$ cat src/rtl/exec_req_scheduler.sv
// exec_req_scheduler: round-robin front end for the execution unit.
// Shares the unit among NUM_REQ clients, allocates the eight 3-bit request
// IDs (lowest free first), records which client owns each ID so responses
// are routed back, and offers a flush/drain handshake.
// Optional feature: define SCHED_TIMEOUT_EN to add per-ID age counters that
// force-free an ID left unanswered for TIMEOUT_CYC cycles.
module exec_req_scheduler #(
  parameter int NUM_REQ     = 4,
  parameter int MAX_OUTST   = 4,
  parameter int DATA_W      = 32,
  parameter int TIMEOUT_CYC = 255
) (
  input  logic                      clk_i,
  input  logic                      rst_b_i,
  input  logic [NUM_REQ-1:0]        cl_req_i,
  input  logic [NUM_REQ-1:0]        cl_type_i,
  input  logic [NUM_REQ*DATA_W-1:0] cl_data1_i,
  input  logic [NUM_REQ*DATA_W-1:0] cl_data2_i,
  output logic [NUM_REQ-1:0]        cl_grant_o,
  output logic [NUM_REQ-1:0]        cl_rsp_o,
  output logic [63:0]               cl_rsp_data_o,
  output logic                      exe_req_req_o,
  output logic                      exe_req_type_o,
  output logic [2:0]                exe_req_id_o,
  output logic [DATA_W-1:0]         exe_req_data1_o,
  output logic [DATA_W-1:0]         exe_req_data2_o,
  input  logic                      exe_fifo_full_i,
  input  logic                      exe_rsp_rsp_i,
  input  logic [2:0]                exe_rsp_id_i,
  input  logic [63:0]               exe_rsp_data_i,
  input  logic                      flush_req_i,
  output logic                      flush_done_o,
  output logic                      err_spurious_o,
  output logic                      err_timeout_o
);

  localparam int NUM_ID = 8;
  localparam int PTR_W  = (NUM_REQ > 1) ? $clog2(NUM_REQ) : 1;
  localparam int CNT_W  = $clog2(MAX_OUTST + 1);

  localparam logic [1:0] ST_RUN   = 2'd0;
  localparam logic [1:0] ST_DRAIN = 2'd1;
  localparam logic [1:0] ST_DONE  = 2'd2;

  logic [1:0]        state_q, state_d;
  logic [NUM_ID-1:0] busy_q, busy_d;
  logic [PTR_W-1:0]  owner_q [NUM_ID];
  logic [PTR_W-1:0]  owner_d [NUM_ID];
  logic [CNT_W-1:0]  outst_q [NUM_REQ];
  logic [CNT_W-1:0]  outst_d [NUM_REQ];
  logic [PTR_W-1:0]  rr_q, rr_d;

  logic [NUM_REQ-1:0] elig;
  logic               free_found;
  logic [2:0]         free_id;
  logic               win_found;
  logic [PTR_W-1:0]   win;
  logic               issue;
  logic               rsp_hit;
  logic [PTR_W-1:0]   rsp_owner;
  logic [NUM_ID-1:0]  timeout_vec;
  logic [NUM_ID-1:0]  free_vec;

  // Eligibility, lowest free ID and round-robin winner search.
  // NOTE: combinational blocks use blocking '=' and give every output a
  // default first, so no latch can be inferred on any path.
  always_comb begin
    elig = '0;
    for (int i = 0; i < NUM_REQ; i++) begin
      elig[i] = cl_req_i[i] && (outst_q[i] < CNT_W'(MAX_OUTST));
    end
    free_found = 1'b0;
    free_id    = '0;
    for (int j = NUM_ID - 1; j >= 0; j--) begin
      if (!busy_q[j]) begin
        free_found = 1'b1;
        free_id    = 3'(j);
      end
    end
    win_found = 1'b0;
    win       = '0;
    for (int k = 0; k < NUM_REQ; k++) begin
      if (!win_found && elig[(int'(rr_q) + k) % NUM_REQ]) begin
        win_found = 1'b1;
        win       = PTR_W'((int'(rr_q) + k) % NUM_REQ);
      end
    end
    issue = (state_q == ST_RUN) && !exe_fifo_full_i && free_found && win_found;
  end

  // Grant and packet to the execution unit, same cycle as the decision.
  always_comb begin
    cl_grant_o      = '0;
    exe_req_req_o   = 1'b0;
    exe_req_type_o  = 1'b0;
    exe_req_id_o    = '0;
    exe_req_data1_o = '0;
    exe_req_data2_o = '0;
    if (issue) begin
      cl_grant_o[win] = 1'b1;
      exe_req_req_o   = 1'b1;
      exe_req_type_o  = cl_type_i[win];
      exe_req_id_o    = free_id;
      exe_req_data1_o = cl_data1_i[int'(win)*DATA_W +: DATA_W];
      exe_req_data2_o = cl_data2_i[int'(win)*DATA_W +: DATA_W];
    end
  end

  // Route a response for a busy ID back to its owner; flag free-ID responses.
  always_comb begin
    rsp_hit        = exe_rsp_rsp_i && busy_q[exe_rsp_id_i];
    rsp_owner      = owner_q[exe_rsp_id_i];
    err_spurious_o = exe_rsp_rsp_i && !busy_q[exe_rsp_id_i];
    cl_rsp_o       = '0;
    cl_rsp_data_o  = '0;
    if (rsp_hit) begin
      cl_rsp_o[rsp_owner] = 1'b1;
      cl_rsp_data_o       = exe_rsp_data_i;
    end
  end

`ifdef SCHED_TIMEOUT_EN
  localparam int AGE_W = $clog2(TIMEOUT_CYC + 1);
  logic [AGE_W-1:0] age_q [NUM_ID];

  // An ID expires in the cycle its age would reach TIMEOUT_CYC; a genuine
  // response to that ID in the same cycle takes precedence.
  always_comb begin
    timeout_vec = '0;
    for (int j = 0; j < NUM_ID; j++) begin
      timeout_vec[j] = busy_q[j] && (age_q[j] == AGE_W'(TIMEOUT_CYC - 1))
                       && !(rsp_hit && (exe_rsp_id_i == 3'(j)));
    end
  end

  // Age counters: cleared when an ID is allocated, count while it is busy.
  always_ff @(posedge clk_i or negedge rst_b_i) begin
    if (!rst_b_i) begin
      for (int j = 0; j < NUM_ID; j++) age_q[j] <= '0;
    end else begin
      for (int j = 0; j < NUM_ID; j++) begin
        if (issue && (free_id == 3'(j))) age_q[j] <= '0;
        else if (busy_q[j])              age_q[j] <= age_q[j] + AGE_W'(1);
      end
    end
  end
`else
  assign timeout_vec = '0;
`endif

  assign err_timeout_o = |timeout_vec;
  assign flush_done_o  = (state_q == ST_DONE);

  // Next-state: free answered/expired IDs, allocate on issue, move the
  // pointer past the winner, and step the drain state machine.
  always_comb begin
    free_vec = timeout_vec;
    if (rsp_hit) free_vec[exe_rsp_id_i] = 1'b1;
    busy_d  = busy_q & ~free_vec;
    owner_d = owner_q;
    outst_d = outst_q;
    for (int j = 0; j < NUM_ID; j++) begin
      if (free_vec[j]) outst_d[owner_q[j]] = outst_d[owner_q[j]] - CNT_W'(1);
    end
    rr_d = rr_q;
    if (issue) begin
      busy_d[free_id]  = 1'b1;
      owner_d[free_id] = win;
      outst_d[win]     = outst_d[win] + CNT_W'(1);
      rr_d             = (int'(win) == NUM_REQ - 1) ? '0 : win + PTR_W'(1);
    end
    state_d = state_q;
    case (state_q)
      ST_RUN:   if (flush_req_i) state_d = ST_DRAIN;
      // Done once every ID is free after this cycle's responses/expiries.
      ST_DRAIN: if (busy_d == '0) state_d = ST_DONE;
      ST_DONE:  state_d = ST_RUN;
      default:  state_d = ST_RUN;
    endcase
  end

  // State registers.
  // NOTE: sequential state uses non-blocking '<=' so every register samples
  // the values from before the edge, independent of statement order.
  always_ff @(posedge clk_i or negedge rst_b_i) begin
    if (!rst_b_i) begin
      state_q <= ST_RUN;
      busy_q  <= '0;
      rr_q    <= '0;
      // NOTE: the small owner/outstanding tables are reset explicitly because
      // a reset must discard all in-flight tracking, not just the busy bits.
      for (int j = 0; j < NUM_ID; j++)  owner_q[j] <= '0;
      for (int i = 0; i < NUM_REQ; i++) outst_q[i] <= '0;
    end else begin
      state_q <= state_d;
      busy_q  <= busy_d;
      rr_q    <= rr_d;
      owner_q <= owner_d;
      outst_q <= outst_d;
    end
  end

endmodule

$ cat config.mk
export PLATFORM = sky130hd
export DESIGN_NAME = exec_req_scheduler
export DESIGN_NICKNAME = d
export VERILOG_FILES = /design/src/rtl/exec_req_scheduler.sv
export SDC_FILE = /design/constraint.sdc
export NUM_CORES = 1
export LEC_CHECK = 0
export CAP_MARGIN = 20
export CORE_AREA = 2 2 187 189
export DETAILED_ROUTE_END_ITERATION = 12
export DIE_AREA = 0 0 189 191
export PLACE_DENSITY = 0.54
export SETUP_SLACK_MARGIN = 0.3
export SKIP_CTS_REPAIR_TIMING = 1
export SLEW_MARGIN = 20
export SYNTH_ARGS = -nofsm -noshare
export SYNTH_HDL_FRONTEND = slang
export SYNTH_SLANG_ARGS = --single-unit
$ cat constraint.sdc
create_clock -name clk_i -period 12.72 [get_ports clk_i]
set_input_delay 3.816 -clock clk_i [delete_from_list [all_inputs] [get_ports clk_i]]
set_output_delay 3.816 -clock clk_i [all_outputs]
set_load 0.1 [all_outputs]
==> qor.txt <==
Chip Height -> 191 um
Number of input and output port buffers inserted -> 478
Maximum root-to-sink buffer count -> 2
Share of total power in the clock network -> 5.2%
Number of failing hold endpoints at the final stage -> 0
Final core utilization -> 39.6%
Most used DFF post-synth -> sky130_fd_sc_hd__dfrtp_1
Sequential share of the synthesized area -> 13.3%
Mean area per synthesized cell -> 7.81 um2
Complex-gate fraction of the synthesized area -> 24.2%
Clock latency of the later-clocked register in the worst-skew pair -> 0.29 ns
Cell with the most instances on the worst path -> sky130_fd_sc_hd__mux4_2
Kind of launch point of the worst setup path -> input pin
Detailed-routing iteration count for the pre-antenna-repair pass -> 5
Cells taking the most area after synthesis -> sky130_fd_sc_hd__a211oi_1, sky130_fd_sc_hd__dfrtp_1, sky130_fd_sc_hd__mux2i_1
Clock buffer count from CTS -> 5
Chip width -> 189 um
Startpoint of the worst setup timing path -> exe_rsp_id_i[0]
Share of synthesized area spent on multiplexers -> 23.3%
Total power divided by cell area -> 190 mW/mm2
Post-synth EDFFs -> 0
Critical path data required time -> 12.89 ns
Maximum operating frequency -> 82.1 MHz
Overall track demand over capacity in global routing -> 18.8%
Max Cap Violations -> 0
CTS tree -> yes
Register share of total power -> 10.3%
Design Power -> 2.57 mW
Number of cell rows -> 68
Kind of end point of the critical path -> flip-flop
Number of non-filler instances in the completed layout -> 1,901
Net count reported at finish -> 1,790
Library cell used as clock root buffer -> sky130_fd_sc_hd__clkbuf_16
Reg2Reg Launch Point -> owner_q[15]
Final Max Slew Viols -> 0
Path type of the worst min-delay path -> reg -> reg
Switching Share -> 58.6%
Routed length per instance -> 19.0 um
Type of the setup path with the least slack -> in -> reg
Worst setup path endpoint -> outst_q[10]
Area enclosed by the die boundary -> 0.0361 mm2
Post-detail-place hpwl -> 30,200 um
CP max-delay cell -> sky130_fd_sc_hd__mux4_2
Register-to-Register Path Depth -> 33
Top fanout value on the critical path -> 4
Synth Register Bits -> 40
Initial antenna violation count -> 2
Area share of xor/xnor cells in the synthesized design -> 5.31%
DRT antenna net count -> 0
Post-Syn Nets -> 1,313
DRT Wirelength -> 36,100 um
Final setup violation count -> 0
Fraction of power consumed by combinational cells -> 84.5%
Initial core utilization -> 22.1%
Wire length of the first global-routing pass -> 53,100 um
Worst path top cell family by delay -> multiplexers
Clock-pin slew on the worst setup and hold paths -> 0.06 ns
Cell count after placement -> 1,885
Total congestion overflow -> 0
Switching power -> 1.50 mW
Core box area -> 0.0341 mm2
Data arrival at the endpoint of the critical path -> 12.34 ns
Routed via count -> 9,330
Longest individual stage delay on the worst path -> 0.52 ns
Syn. warnings -> 0
Hold Worst Slack -> 0.471 ns
Layout overhead on the synthesized area -> 79.2%
Accumulated negative setup slack -> 0 ns
Placement-stage worst setup slack -> -0.439 ns
Post-synthesis instance area -> 0.00754 mm2
Area fraction of the dominant cell type after synthesis -> 13.9%
Clock skew -> 0.00422 ns
Number of H-tree levels -> 2
Worst Max-Slew Pin Slew -> 1.11 ns
Simple logic cell fraction of the synthesized area -> 26.0%
IR drop worst, VDD -> 0.167 mV
Synth Area in Adders -> 1.83%
Leakage -> 5.20 nW
Final worst-path setup slack -> 0.547 ns
I/O pin total -> 480
Synth Instances -> 966
Worst-case headroom to the max-slew limit -> 25.8%
Cell area after layout -> 0.0135 mm2
Layout cells sized above 1 -> 13.6%
Time the worst path needs with I/O delays and setup -> 12.17 ns
Most area-hungry cell type in the Yosys netlist -> sky130_fd_sc_hd__a211oi_1
Most repeated cell in the gate-level netlist after synthesis -> sky130_fd_sc_hd__a211oi_1
Total stage count of the critical path -> 33
Destination of the worst register-to-register timing path -> outst_q[10]
Outcome -> complete, no violations
Async set-reset flop share out of synthesis -> 100%
Sinks on Clock Net -> 40
Final weighted congestion in routability-driven placement -> 0.911
Combinational family with the most area after synthesis -> simple AND/OR/NAND/NOR gates
Top cells by instance count after synthesis -> sky130_fd_sc_hd__a211oi_1, sky130_fd_sc_hd__mux2i_1, sky130_fd_sc_hd__nor2b_1
Detail-routed via count per cell -> 4.91
Minimum setup slack among reg-to-reg paths -> 3.14 ns
Drc violations -> 0
Cell area after placement -> 0.0131 mm2
Number of library cell types mapped by synthesis -> 75
Combined buffer and inverter count along the critical path -> 5
Internal power consumption -> 1.06 mW
Number of global-route vias before repair -> 9,107
Fin crit share -> 95.7%
RSZ-0062 raised after global routing -> false
Pin count of the biggest net entering global routing -> 151
Initial DRC count -> 514
## logic make-up after synthesis
logic type / after synthesis
compound gates: 248
xor+xnor: 44
buf+inv: 113
simple gates: 362
mux: 147
fa+ha+maj: 11
other cells: 1
flops: 40
## state kept, by name, summed over array words and instances (netlist names)
| signal | cells |
|---|---|
| outst_q | 12 |
| owner_q | 16 |
| busy_q | 8 |
| state_q | 2 |
| rr_q | 2 |
## worst register-to-register path: cells and delay by family (launching register included)
kind / cells / cell delay, ns
fa+ha+maj: 7 / 1.89
xor+xnor: 1 / 0.20
mux: 16 / 5.68
simple gates: 2 / 0.17
flops: 1 / 0.64
compound gates: 4 / 0.41
buf+inv: 3 / 0.50
## how the worst min path moves through the flow
stage	start	endpoint	slack [ns]	cells past startpoint
after floorplan	state_q[1]	state_q[0]	0.44	1
after detailed placement	state_q[1]	state_q[1]	0.47	1
after CTS	state_q[1]	state_q[0]	0.47	1
final	state_q[1]	state_q[0]	0.47	1
after global routing	state_q[1]	state_q[0]	0.49	1
after global placement	state_q[1]	state_q[0]	0.46	1
## cells in the final DEF, fill, tap and decap left out, types with 6 or more instances in the layout
cell / count
sky130_fd_sc_hd__mux2i_1: 94
sky130_fd_sc_hd__nor2_1: 47
sky130_fd_sc_hd__buf_4: 88
sky130_fd_sc_hd__nor3_1: 24
sky130_fd_sc_hd__xor2_1: 17
sky130_fd_sc_hd__a21oi_1: 15
sky130_fd_sc_hd__nand3_1: 22
sky130_fd_sc_hd__dfrtp_1: 40
sky130_fd_sc_hd__o21ai_1: 8
sky130_fd_sc_hd__xnor2_1: 23
sky130_fd_sc_hd__mux4_2: 19
sky130_fd_sc_hd__o21ai_0: 20
sky130_fd_sc_hd__nor2b_1: 71
sky130_fd_sc_hd__nand2_1: 71
sky130_fd_sc_hd__clkdlybuf4s50_1: 456
sky130_fd_sc_hd__and2_1: 70
sky130_fd_sc_hd__mux2_2: 26
sky130_fd_sc_hd__inv_1: 31
sky130_fd_sc_hd__o211ai_1: 11
sky130_fd_sc_hd__nand4_1: 6
sky130_fd_sc_hd__ha_1: 6
sky130_fd_sc_hd__a211oi_1: 140
## area by class of cell
class,count,area (um2)
Timing Repair Buffer,551,5330
Fill cell,3454,20600
Clock buffer,6,139
Inverter,32,120
Multi-Input combinational cell,813,6340
Tap cell,455,569
Antenna cell,2,5.00
Clock inverter,2,13.8
Sequential cell,40,1000
## power by group through the flow
stage / clock (mW) / combinational [mW] / sequential, mW
floorplan: 0 / 1.55 / 0.200
global placement: 0 / 2.07 / 0.264
detailed placement: 0 / 2.09 / 0.265
CTS: 0.135 / 2.10 / 0.262
global route: 0.139 / 2.31 / 0.274
finish: 0.133 / 2.17 / 0.266
## metal layers
layer | share of wire [%] | vias to the layer above | global-route usage (%)
li1 | - | 4519 | -
met3 | 8.0 | 44 | 4.24
met1 | 38 | 4334 | 20.8
met4 | 3.1 | 0 | 5.86
met2 | 51 | 433 | 35.6
met5 | 0 | - | 0
No activity file was read; power rests on OpenSTA's default activity.
